===== config.mk =====
export PLATFORM = sky130hd
export DESIGN_NAME = uart_rx_param
export DESIGN_NICKNAME = d
export VERILOG_FILES = /design/src/rtl/uart_rx_param.sv
export SDC_FILE = /design/constraint.sdc
export NUM_CORES = 1
export LEC_CHECK = 0
export ABC_CLOCK_PERIOD_IN_PS = 2600
export BUFFER_PORTS_ARGS = -buffer_cell sky130_fd_sc_hd__buf_2
export CORE_ASPECT_RATIO = 0.8
export CORE_MARGIN = 10
export CORE_UTILIZATION = 50
export CTS_CLUSTER_SIZE = 28
export DETAILED_ROUTE_END_ITERATION = 7
export PLACE_DENSITY = 0.68
export SLEW_MARGIN = 30
export SYNTH_ARGS = -nofsm -noshare
export SYNTH_HDL_FRONTEND = slang
export SYNTH_SLANG_ARGS = --single-unit

===== constraint.sdc =====
create_clock -name clk -period 2.6 [get_ports clk]
set_input_delay 0.52 -clock clk [delete_from_list [all_inputs] [get_ports clk]]
set_output_delay 0.52 -clock clk [all_outputs]
set_load 0.02 [all_outputs]

===== src/rtl/uart_rx_param.sv =====
`timescale 1ns/1ps
`default_nettype none
// ============================================================================
//  Module   : uart_rx_param
//  Purpose  : Parametrised UART receiver. 2-flop input synchroniser,
//             3-sample majority vote around mid-bit, false-start rejection,
//             parity / framing / break detection, and a one-entry holding
//             register presented on a valid/ready stream with overrun pulse.
//  Ports    : clk           - system clock (rising edge)
//             sreset        - synchronous reset, active-high
//             serial_in     - asynchronous RX line, idle high
//             m_valid       - holding register contains a frame
//             m_ready       - consumer accepts frame when m_valid && m_ready
//             m_data        - received data word (LSB first on the line)
//             m_parity_err  - parity mismatch for the held frame
//             m_frame_err   - a stop-bit vote was 0
//             m_break       - every data/parity/stop vote was 0
//             overrun       - 1-cycle pulse: frame completed while full,
//                             that frame was dropped
//  Revision : 1.0 - initial release
// ============================================================================
module uart_rx_param #(
   parameter int CLK_FREQ  = 12000000,
   parameter int BAUD_RATE = 115200,
   parameter int DATA_BITS = 8,
   parameter int PARITY    = 0,
   parameter int STOP_BITS = 1
) (
   input  logic                 clk,
   input  logic                 sreset,
   input  logic                 serial_in,
   output logic                 m_valid,
   input  logic                 m_ready,
   output logic [DATA_BITS-1:0] m_data,
   output logic                 m_parity_err,
   output logic                 m_frame_err,
   output logic                 m_break,
   output logic                 overrun
);

   localparam int CPB = CLK_FREQ / BAUD_RATE;
   localparam int CW  = $clog2(CPB);
   localparam int MID = CPB / 2;
   localparam int BW  = $clog2(DATA_BITS + 1);

   localparam logic [CW-1:0] C_BAUD_LAST = CW'(CPB - 1);
   localparam logic [CW-1:0] C_SAMP_A    = CW'(MID - 1);
   localparam logic [CW-1:0] C_SAMP_B    = CW'(MID);
   localparam logic [CW-1:0] C_VOTE      = CW'(MID + 1);
   localparam logic [BW-1:0] C_DATA_LAST = BW'(DATA_BITS - 1);
   localparam logic [BW-1:0] C_STOP_LAST = BW'(STOP_BITS - 1);
   // Required value of XOR(data, parity bit): 1 for odd, 0 for even
   localparam logic          C_PAR_WANT  = (PARITY == 1) ? 1'b1 : 1'b0;

   typedef enum logic [2:0] {
      S_IDLE       = 3'd0,
      S_START      = 3'd1,
      S_DATA       = 3'd2,
      S_PARITY     = 3'd3,
      S_STOP       = 3'd4,
      S_BREAK_WAIT = 3'd5
   } state_t;

   state_t               state_q, state_d;
   logic [1:0]           sync_q, sync_d;
   logic [CW-1:0]        baud_q, baud_d;
   logic [BW-1:0]        bit_q, bit_d;
   logic [1:0]           samp_q, samp_d;
   logic [DATA_BITS-1:0] data_q, data_d;
   logic                 par_err_q, par_err_d;
   logic                 frm_err_q, frm_err_d;
   logic                 zero_q, zero_d;
   logic                 m_valid_q, m_valid_d;
   logic [DATA_BITS-1:0] m_data_q, m_data_d;
   logic                 m_perr_q, m_perr_d;
   logic                 m_ferr_q, m_ferr_d;
   logic                 m_brk_q, m_brk_d;
   logic                 overrun_q, overrun_d;

   logic rx;
   logic at_wrap;
   logic at_vote;
   logic vote;

   assign rx      = sync_q[1];
   assign at_wrap = (baud_q == C_BAUD_LAST);
   assign at_vote = (baud_q == C_VOTE);
   // Two earlier samples are held in samp_q; the third is the live rx
   assign vote    = (samp_q[1] & samp_q[0]) | (samp_q[1] & rx) | (samp_q[0] & rx);

   always_comb begin
      logic done;
      logic fin_ferr;
      logic fin_brk;

      state_d   = state_q;
      sync_d    = {sync_q[0], serial_in};
      baud_d    = baud_q;
      bit_d     = bit_q;
      samp_d    = samp_q;
      data_d    = data_q;
      par_err_d = par_err_q;
      frm_err_d = frm_err_q;
      zero_d    = zero_q;
      m_valid_d = m_valid_q;
      m_data_d  = m_data_q;
      m_perr_d  = m_perr_q;
      m_ferr_d  = m_ferr_q;
      m_brk_d   = m_brk_q;
      overrun_d = 1'b0;
      done      = 1'b0;
      fin_ferr  = frm_err_q | ~vote;
      fin_brk   = zero_q & ~vote;

      // Bit-timing counter and pre-vote sample shift run in all in-frame states
      if (state_q != S_IDLE && state_q != S_BREAK_WAIT) begin
         baud_d = at_wrap ? '0 : baud_q + CW'(1);
         if (baud_q == C_SAMP_A || baud_q == C_SAMP_B) begin
            samp_d = {samp_q[0], rx};
         end
      end

      case (state_q)
         S_IDLE: begin
            baud_d    = '0;
            bit_d     = '0;
            par_err_d = 1'b0;
            frm_err_d = 1'b0;
            zero_d    = 1'b1;
            if (!rx) begin
               state_d = S_START;
            end
         end
         S_START: begin
            if (at_vote && vote) begin
               // Line back high by mid-bit: noise, not a start bit
               state_d = S_IDLE;
               baud_d  = '0;
            end else if (at_wrap) begin
               state_d = S_DATA;
               bit_d   = '0;
            end
         end
         S_DATA: begin
            if (at_vote) begin
               zero_d = zero_q & ~vote;
               for (int i = 0; i < DATA_BITS; i++) begin
                  if (bit_q == BW'(i)) begin
                     data_d[i] = vote;
                  end
               end
            end
            if (at_wrap) begin
               if (bit_q == C_DATA_LAST) begin
                  bit_d   = '0;
                  state_d = (PARITY != 0) ? S_PARITY : S_STOP;
               end else begin
                  bit_d = bit_q + BW'(1);
               end
            end
         end
         S_PARITY: begin
            if (at_vote) begin
               zero_d = zero_q & ~vote;
               if (((^data_q) ^ vote) != C_PAR_WANT) begin
                  par_err_d = 1'b1;
               end
            end
            if (at_wrap) begin
               state_d = S_STOP;
               bit_d   = '0;
            end
         end
         S_STOP: begin
            if (at_vote) begin
               if (bit_q == C_STOP_LAST) begin
                  // Frame ends at the final stop vote; the rest of the bit is not waited for
                  done    = 1'b1;
                  baud_d  = '0;
                  state_d = vote ? S_IDLE : S_BREAK_WAIT;
               end else begin
                  frm_err_d = fin_ferr;
                  zero_d    = fin_brk;
               end
            end else if (at_wrap) begin
               bit_d = bit_q + BW'(1);
            end
         end
         S_BREAK_WAIT: begin
            // Start detection suppressed until the line idles high again
            baud_d = '0;
            if (rx) begin
               state_d = S_IDLE;
            end
         end
         default: begin
            state_d = S_IDLE;
            baud_d  = '0;
         end
      endcase

      // One-entry holding register with back-pressure
      if (done) begin
         if (!m_valid_q || m_ready) begin
            m_valid_d = 1'b1;
            m_data_d  = data_q;
            m_perr_d  = par_err_q;
            m_ferr_d  = fin_ferr;
            m_brk_d   = fin_brk;
         end else begin
            overrun_d = 1'b1;
         end
      end else if (m_valid_q && m_ready) begin
         m_valid_d = 1'b0;
      end
   end

   always_ff @(posedge clk) begin
      if (sreset) begin
         state_q   <= S_IDLE;
         sync_q    <= 2'b11;
         baud_q    <= '0;
         bit_q     <= '0;
         samp_q    <= '0;
         data_q    <= '0;
         par_err_q <= 1'b0;
         frm_err_q <= 1'b0;
         zero_q    <= 1'b0;
         m_valid_q <= 1'b0;
         m_data_q  <= '0;
         m_perr_q  <= 1'b0;
         m_ferr_q  <= 1'b0;
         m_brk_q   <= 1'b0;
         overrun_q <= 1'b0;
      end else begin
         state_q   <= state_d;
         sync_q    <= sync_d;
         baud_q    <= baud_d;
         bit_q     <= bit_d;
         samp_q    <= samp_d;
         data_q    <= data_d;
         par_err_q <= par_err_d;
         frm_err_q <= frm_err_d;
         zero_q    <= zero_d;
         m_valid_q <= m_valid_d;
         m_data_q  <= m_data_d;
         m_perr_q  <= m_perr_d;
         m_ferr_q  <= m_ferr_d;
         m_brk_q   <= m_brk_d;
         overrun_q <= overrun_d;
      end
   end

   assign m_valid      = m_valid_q;
   assign m_data       = m_data_q;
   assign m_parity_err = m_perr_q;
   assign m_frame_err  = m_ferr_q;
   assign m_break      = m_brk_q;
   assign overrun      = overrun_q;

endmodule
`default_nettype wire


# Word level (Yosys, flattened, before mapping)
# Index checks and enable logic that the tools add are counted.
dict set report op_classes {
  addsub 2
  eq_ne 33
  mux 41
  n_bitwise 10
  reduce_logical 33
}
# cell n
set ops {}
lappend ops {{7-bit 2-to-1 mux} 5}
lappend ops {{3-bit 2-to-1 mux} 10}
lappend ops {{3-bit AND reduction} 10}
lappend ops {{2-bit inequality test (second input constant)} 13}
lappend ops {{4-bit 2-to-1 mux} 6}
lappend ops {{7-bit by 6-bit == test with 1-bit output (second input constant)} 3}
lappend ops {{7-bit case mux with 3 select lines} 1}
lappend ops {{4-bit case mux with 5 select lines} 1}
lappend ops {{3-bit case mux with 6 select lines} 1}
lappend ops {{4-bit by 3-bit == test with 1-bit output (second input constant)} 4}
lappend ops {{1-bit 2-to-1 mux} 14}
lappend ops {{4-bit by 2-bit == test with 1-bit output (second input constant)} 2}
lappend ops {{8-bit AND reduction} 1}
lappend ops {{8-bit parity} 1}
lappend ops {{7-bit by 1-bit adder with 7-bit output (second input constant)} 1}
lappend ops {{7-bit == test (second input constant)} 1}
lappend ops {{3-bit by 2-bit == test with 1-bit output (second input constant)} 2}
lappend ops {{3-bit == test (second input constant)} 2}
lappend ops {{3-bit inequality test (second input constant)} 2}
lappend ops {{2-bit AND reduction} 3}
lappend ops {{2-bit nonzero test} 3}
lappend ops {{3-bit nonzero test} 2}
lappend ops {{5-bit AND reduction} 1}
lappend ops {{5-bit nonzero test} 1}
lappend ops {{17 further kinds} 29}
dict set report totals {
  register_bits 42
  inputBits 4
  output_inout_bits 13
  wordCells 141
}

# Longest topological paths before layout
dict set report depth {
  ltp_word 8
  depth_mapped 8
  mapped_depth_nobuf 7
}

# Worst setup path before layout
# Ideal clock, no wire load.
dict set report synth_timing {
  path_type {flip-flop to flip-flop}
  from {register baud_q[0]}
  to {register bit_q[3]}
  setup_ns 0.071
  arrival_time_ns 1.810
  required_time_ns 2.529
  setup_slack_ns 0.719
  path_stages_with_launch 7
  n_path_buf 0
  synth_period_minus_slack_ns 1.881
  cell_sequence {dfxtp_1 > ha_1 > and3b_1 > nand2_2 > maj3_2 > or4_1 > a21oi_1}
}
dict set report synth_between {
  elab_chain_len 4
  word_cells_on_any_way 11
  cone_classes {eq/ne (6); mux (3); reduce/logical (2)}
}
# item line_no
set synth_rtl {}
lappend synth_rtl {{start: declaration} 66} ;# logic [CW-1:0] baud_q, baud_d;
lappend synth_rtl {{start signal: assignment} 238} ;# baud_q <= baud_d;
lappend synth_rtl {{7-bit == test or 7-bit by 6-bit == test with 1-bit output (tied branches)} {86, 87}}
lappend synth_rtl {{4-bit 2-to-1 mux or 1-bit logical AND (tied branches)} -}
lappend synth_rtl {{4-bit 2-to-1 mux or 2-bit inequality test (tied branches)} -}
lappend synth_rtl {{4-bit case mux with 5 select lines or 5-bit AND reduction (tied branches)} -}
lappend synth_rtl {{end signal: assignment} 239} ;# bit_q <= bit_d;
lappend synth_rtl {{end: declaration} 67} ;# logic [BW-1:0] bit_q, bit_d;
# Parallel ways exist; a longest one is shown, timed or not. The select of a mux whose other input is x is not followed.
# A chain may end at the register's enable or synchronous reset.

# Worst setup path after layout
dict set report layout_timing {
  from {register bit_q[0]}
  to {register m_ferr_q (netlist: m_frame_err)}
}
dict set report layout_between {
  elab_chain_len 5
}
# item line_no
set layout_rtl {}
lappend layout_rtl {{4-bit logical NOT} 176} ;# if (bit_q == C_STOP_LAST) begin
lappend layout_rtl {{1-bit 2-to-1 mux} 176}
lappend layout_rtl {{1-bit 2-to-1 mux} 175} ;# if (at_vote) begin
lappend layout_rtl {{1-bit 2-to-1 mux} 123} ;# case (state_q)
lappend layout_rtl {{2-bit AND reduction (no line)} -}
lappend layout_rtl {{end signal: assignment} 248} ;# m_ferr_q <= m_ferr_d;
lappend layout_rtl {{end: declaration} 76} ;# logic m_ferr_q, m_ferr_d;
# Every way passes these cells.

==> impl_results.md <==
* Worst EP required at 2.82 ns
* CTS Buf Count at 5
* Leak pwr at 0.932 nW
* I/O Pins at 17
* FF-to-FF Start: bit_q[0]
* Final slew viol count at 0
* Slowest stage delay, CP at 0.40 ns
* PD cells at 616 mW/mm2
* Switching pwr at 447 uW
* Post-synth EDFFs at 0
* Type of destination of the critical path: flop
* Cell Area, Synth at 0.00217 mm2
* ANT cells at 0
* Largest net degree at the start of global routing at 37
* Period utilisation layout at 0.860
* Post-CTS Hold Buffers at 0
* Routed vias/inst at 5.37
* R2r setup slk at 0.36 ns
* Critical Path AT at 2.46 ns
* CP endpoint: m_frame_err
* Setup_tns at 0 ns
* CORE AREA at 0.00418 mm2
* Power Total at 1.46 mW
* Vias in the first global route at 1554
* CP max-delay cell: or3b_1
* Initial antenna violation count at 0
* Clock power frac at 0.292
* Synthesized area per cell at 8.96 um2
* WL per Instance at 13.4 um
* Hold_ws at 0.406 ns
* Synth Instances at 242
* Post-synth top area share at 0.388
* Grt total ovfl at 0
* Postcts setup bufs at 0
* Hold Violations, Final at 0
* Post-CTS sizing at 0
* Seq/Total Area, Yosys at 0.388
* Yosys warning count at 0
* Pint at 1.02 mW
* GRT Resource Usage Total at 0.123
* Die ar. at 0.00739 mm2
* RSZ-0062 raised after global routing: false
* Maximum root-to-sink buffer count at 2
* Clock-pin slew on the worst setup and hold paths at 0.07 ns
* Switching Fraction at 0.306
* RePlAce Congestion at 0.797
* Vert. Die Dim at 78.9 um
* Max Clock Skew at 0.00633 ns
* Status: finished, final reports clean
* Most common cell in the netlist: dfxtp_1
* Rel. slew slack at 0.577
* Share of cells above drive strength 1 at 0.155
* Commonest cells post-synth: dfxtp_1 (42), nand2_1 (31), nor2_1 (24)
* Worst-path fanout max at 8
* Max cap viols at 0
* # H-tree levels at 2
* Startpoint Class: flop
* Initial Util at 0.519
* Final HPWL DP at 3100 um
* Reg power frac at 0.483
* Post-route DRC at 0
* WS Path Type: flop to flop
* Area of the multi-input gates at 0.00124 mm2
* Clk root buf: clkbuf_8
* Minimum clock period at 2.24 ns
* ANT nets after route at 0
* Die X at 93.6 um
* #FFs+latches synth at 42
* Synthesized Nets at 254
* Maximum VDD drop at 358 uV
* Fill cells at 375
* FP Rows at 21
* Vias at 1691
* Design Area, Final at 0.00237 mm2
* Yosys cell types at 52
* Area Growth Syn to Fin at 9.46%
* Cells on worst reg2reg path at 8
* Worst slew pin tran at 0.634 ns
* Count of final setup violators at 0
* Logic pwr share at 0.226
* Layout Nets at 269
* Post-Route WL at 4220 um
* DR iter-0 viols at 180
* 1st-pass router iterations at 6
* FFs w/ async S/R, synth at 0
* Worst R2R End: m_frame_err
* Worst path cell trace: inv_1, ha_1, or3b_1, nor3_2, nand4_1, buf_4, o21bai_1, a21oi_1
* TritonCTS clock tree: yes
* First-pass GRT wire length at 7350 um
* Clock sinks at 42
* Cell taking the most area after synthesis: dfxtp_1
* Register Area at 841 um2
* Max frequency at 0.447 GHz
* Hold crit path type: input port to flop
* Synth Flop Type: dfxtp_1
* CP startpoint: bit_q[0]
* Worst-Skew Late Latency at 0.30 ns
* Area contributors post-synth: dfxtp_1 (39%), mux2i_1 (6.9%), nand2_1 (5.4%)
* PortBufs at 16
* Post-DP Area at 0.00228 mm2
==> flip-flops by register name, summed over array words and instances, names as in the netlist, 2 cells and up <==
signal	flops
baud_q	7
bit_q	4
data_q	8
m_data	8
state_q	3
samp_q	2
sync_q	2
==> worst min-delay path by stage <==
stage | startpoint | endpoint | slack (ns) | cells after the start
final | serial_in | sync_q[0] | 0.41 | 2
after global routing | serial_in | sync_q[0] | 0.40 | 2
after CTS | serial_in | sync_q[0] | 0.40 | 2
after detailed placement | sync_q[0] | sync_q[1] | 0.40 | 1
after global placement | sync_q[0] | sync_q[1] | 0.39 | 1
after floorplan | sync_q[0] | sync_q[1] | 0.39 | 1
==> worst max-delay path: cells and delay by family, from the launching register on <==
family                   cells  cell delay [ns]
AO/OA/AOI/OAI                2             0.33
adder cells (fa/ha/maj)      1             0.19
buffers and inverters        2             0.40
flip-flops                   1             0.36
AND/OR/NAND/NOR              3             0.89
==> area by class of cell <==
| type | count | share of cell area |
|---|---|---|
| clock buffers | 7 | 0.0364 |
| clock inverters | 1 | 0.00211 |
| repair buffers | 18 | 0.0401 |
| flip-flops and latches | 42 | 0.354 |
| well taps | 57 | 0.0300 |
| inverters | 8 | 0.0127 |
| multi-input cells | 182 | 0.525 |
==> cells by family (layout without fill, tap and decap cells) <==
group | after synthesis | after routing | synth area share
AO/OA/AOI/OAI | 37 | 37 | 0.108
XOR/XNOR | 13 | 13 | 0.0589
adder cells (fa/ha/maj) | 10 | 10 | 0.0560
buffers and inverters | 18 | 34 | 0.0381
flip-flops | 42 | 42 | 0.388
multiplexers | 16 | 16 | 0.0744
AND/OR/NAND/NOR | 106 | 106 | 0.277
==> layer usage <==
layer,share of wire,GRT usage
met1,0.51,0.170
met2,0.40,0.165
met3,0.074,0.0517
met4,0.013,0.0455
met5,0,0
==> power groups by stage <==
stage	Clock [mW]	Combinational, mW	Sequential (mW)
2_1_floorplan	0	0.313	0.688
3_3_place_gp	0	0.330	0.719
3_5_place_dp	0	0.328	0.719
4_1_cts	0.440	0.330	0.704
5_1_grt	0.468	0.372	0.711
6_report	0.426	0.330	0.706
==> through the flow <==
stage	worst slack [ns]	cells	util
2_1_floorplan	0.719	242	-
3_3_place_gp	0.459	307	0.546
3_5_place_dp	0.360	307	0.546
4_1_cts	0.346	315	0.568
5_1_grt	0.163	315	0.568
6_report	0.364	315	0.568
==> cell usage in the layout (no fill, tap or decap), drive strengths merged, types with 3 or more instances in the layout <==
cell,count
dfxtp,42
inv,8
nor2b,3
nand4,3
o21ai,6
nand2,32
mux2i,15
buf,18
or2,3
ha,8
or3b,5
clkbuf,7
nand3,10
a21oi,21
xnor2,9
nor3,5
nor4,3
nor2,24
xor2,3
No activity file was read; power rests on OpenSTA's default activity.
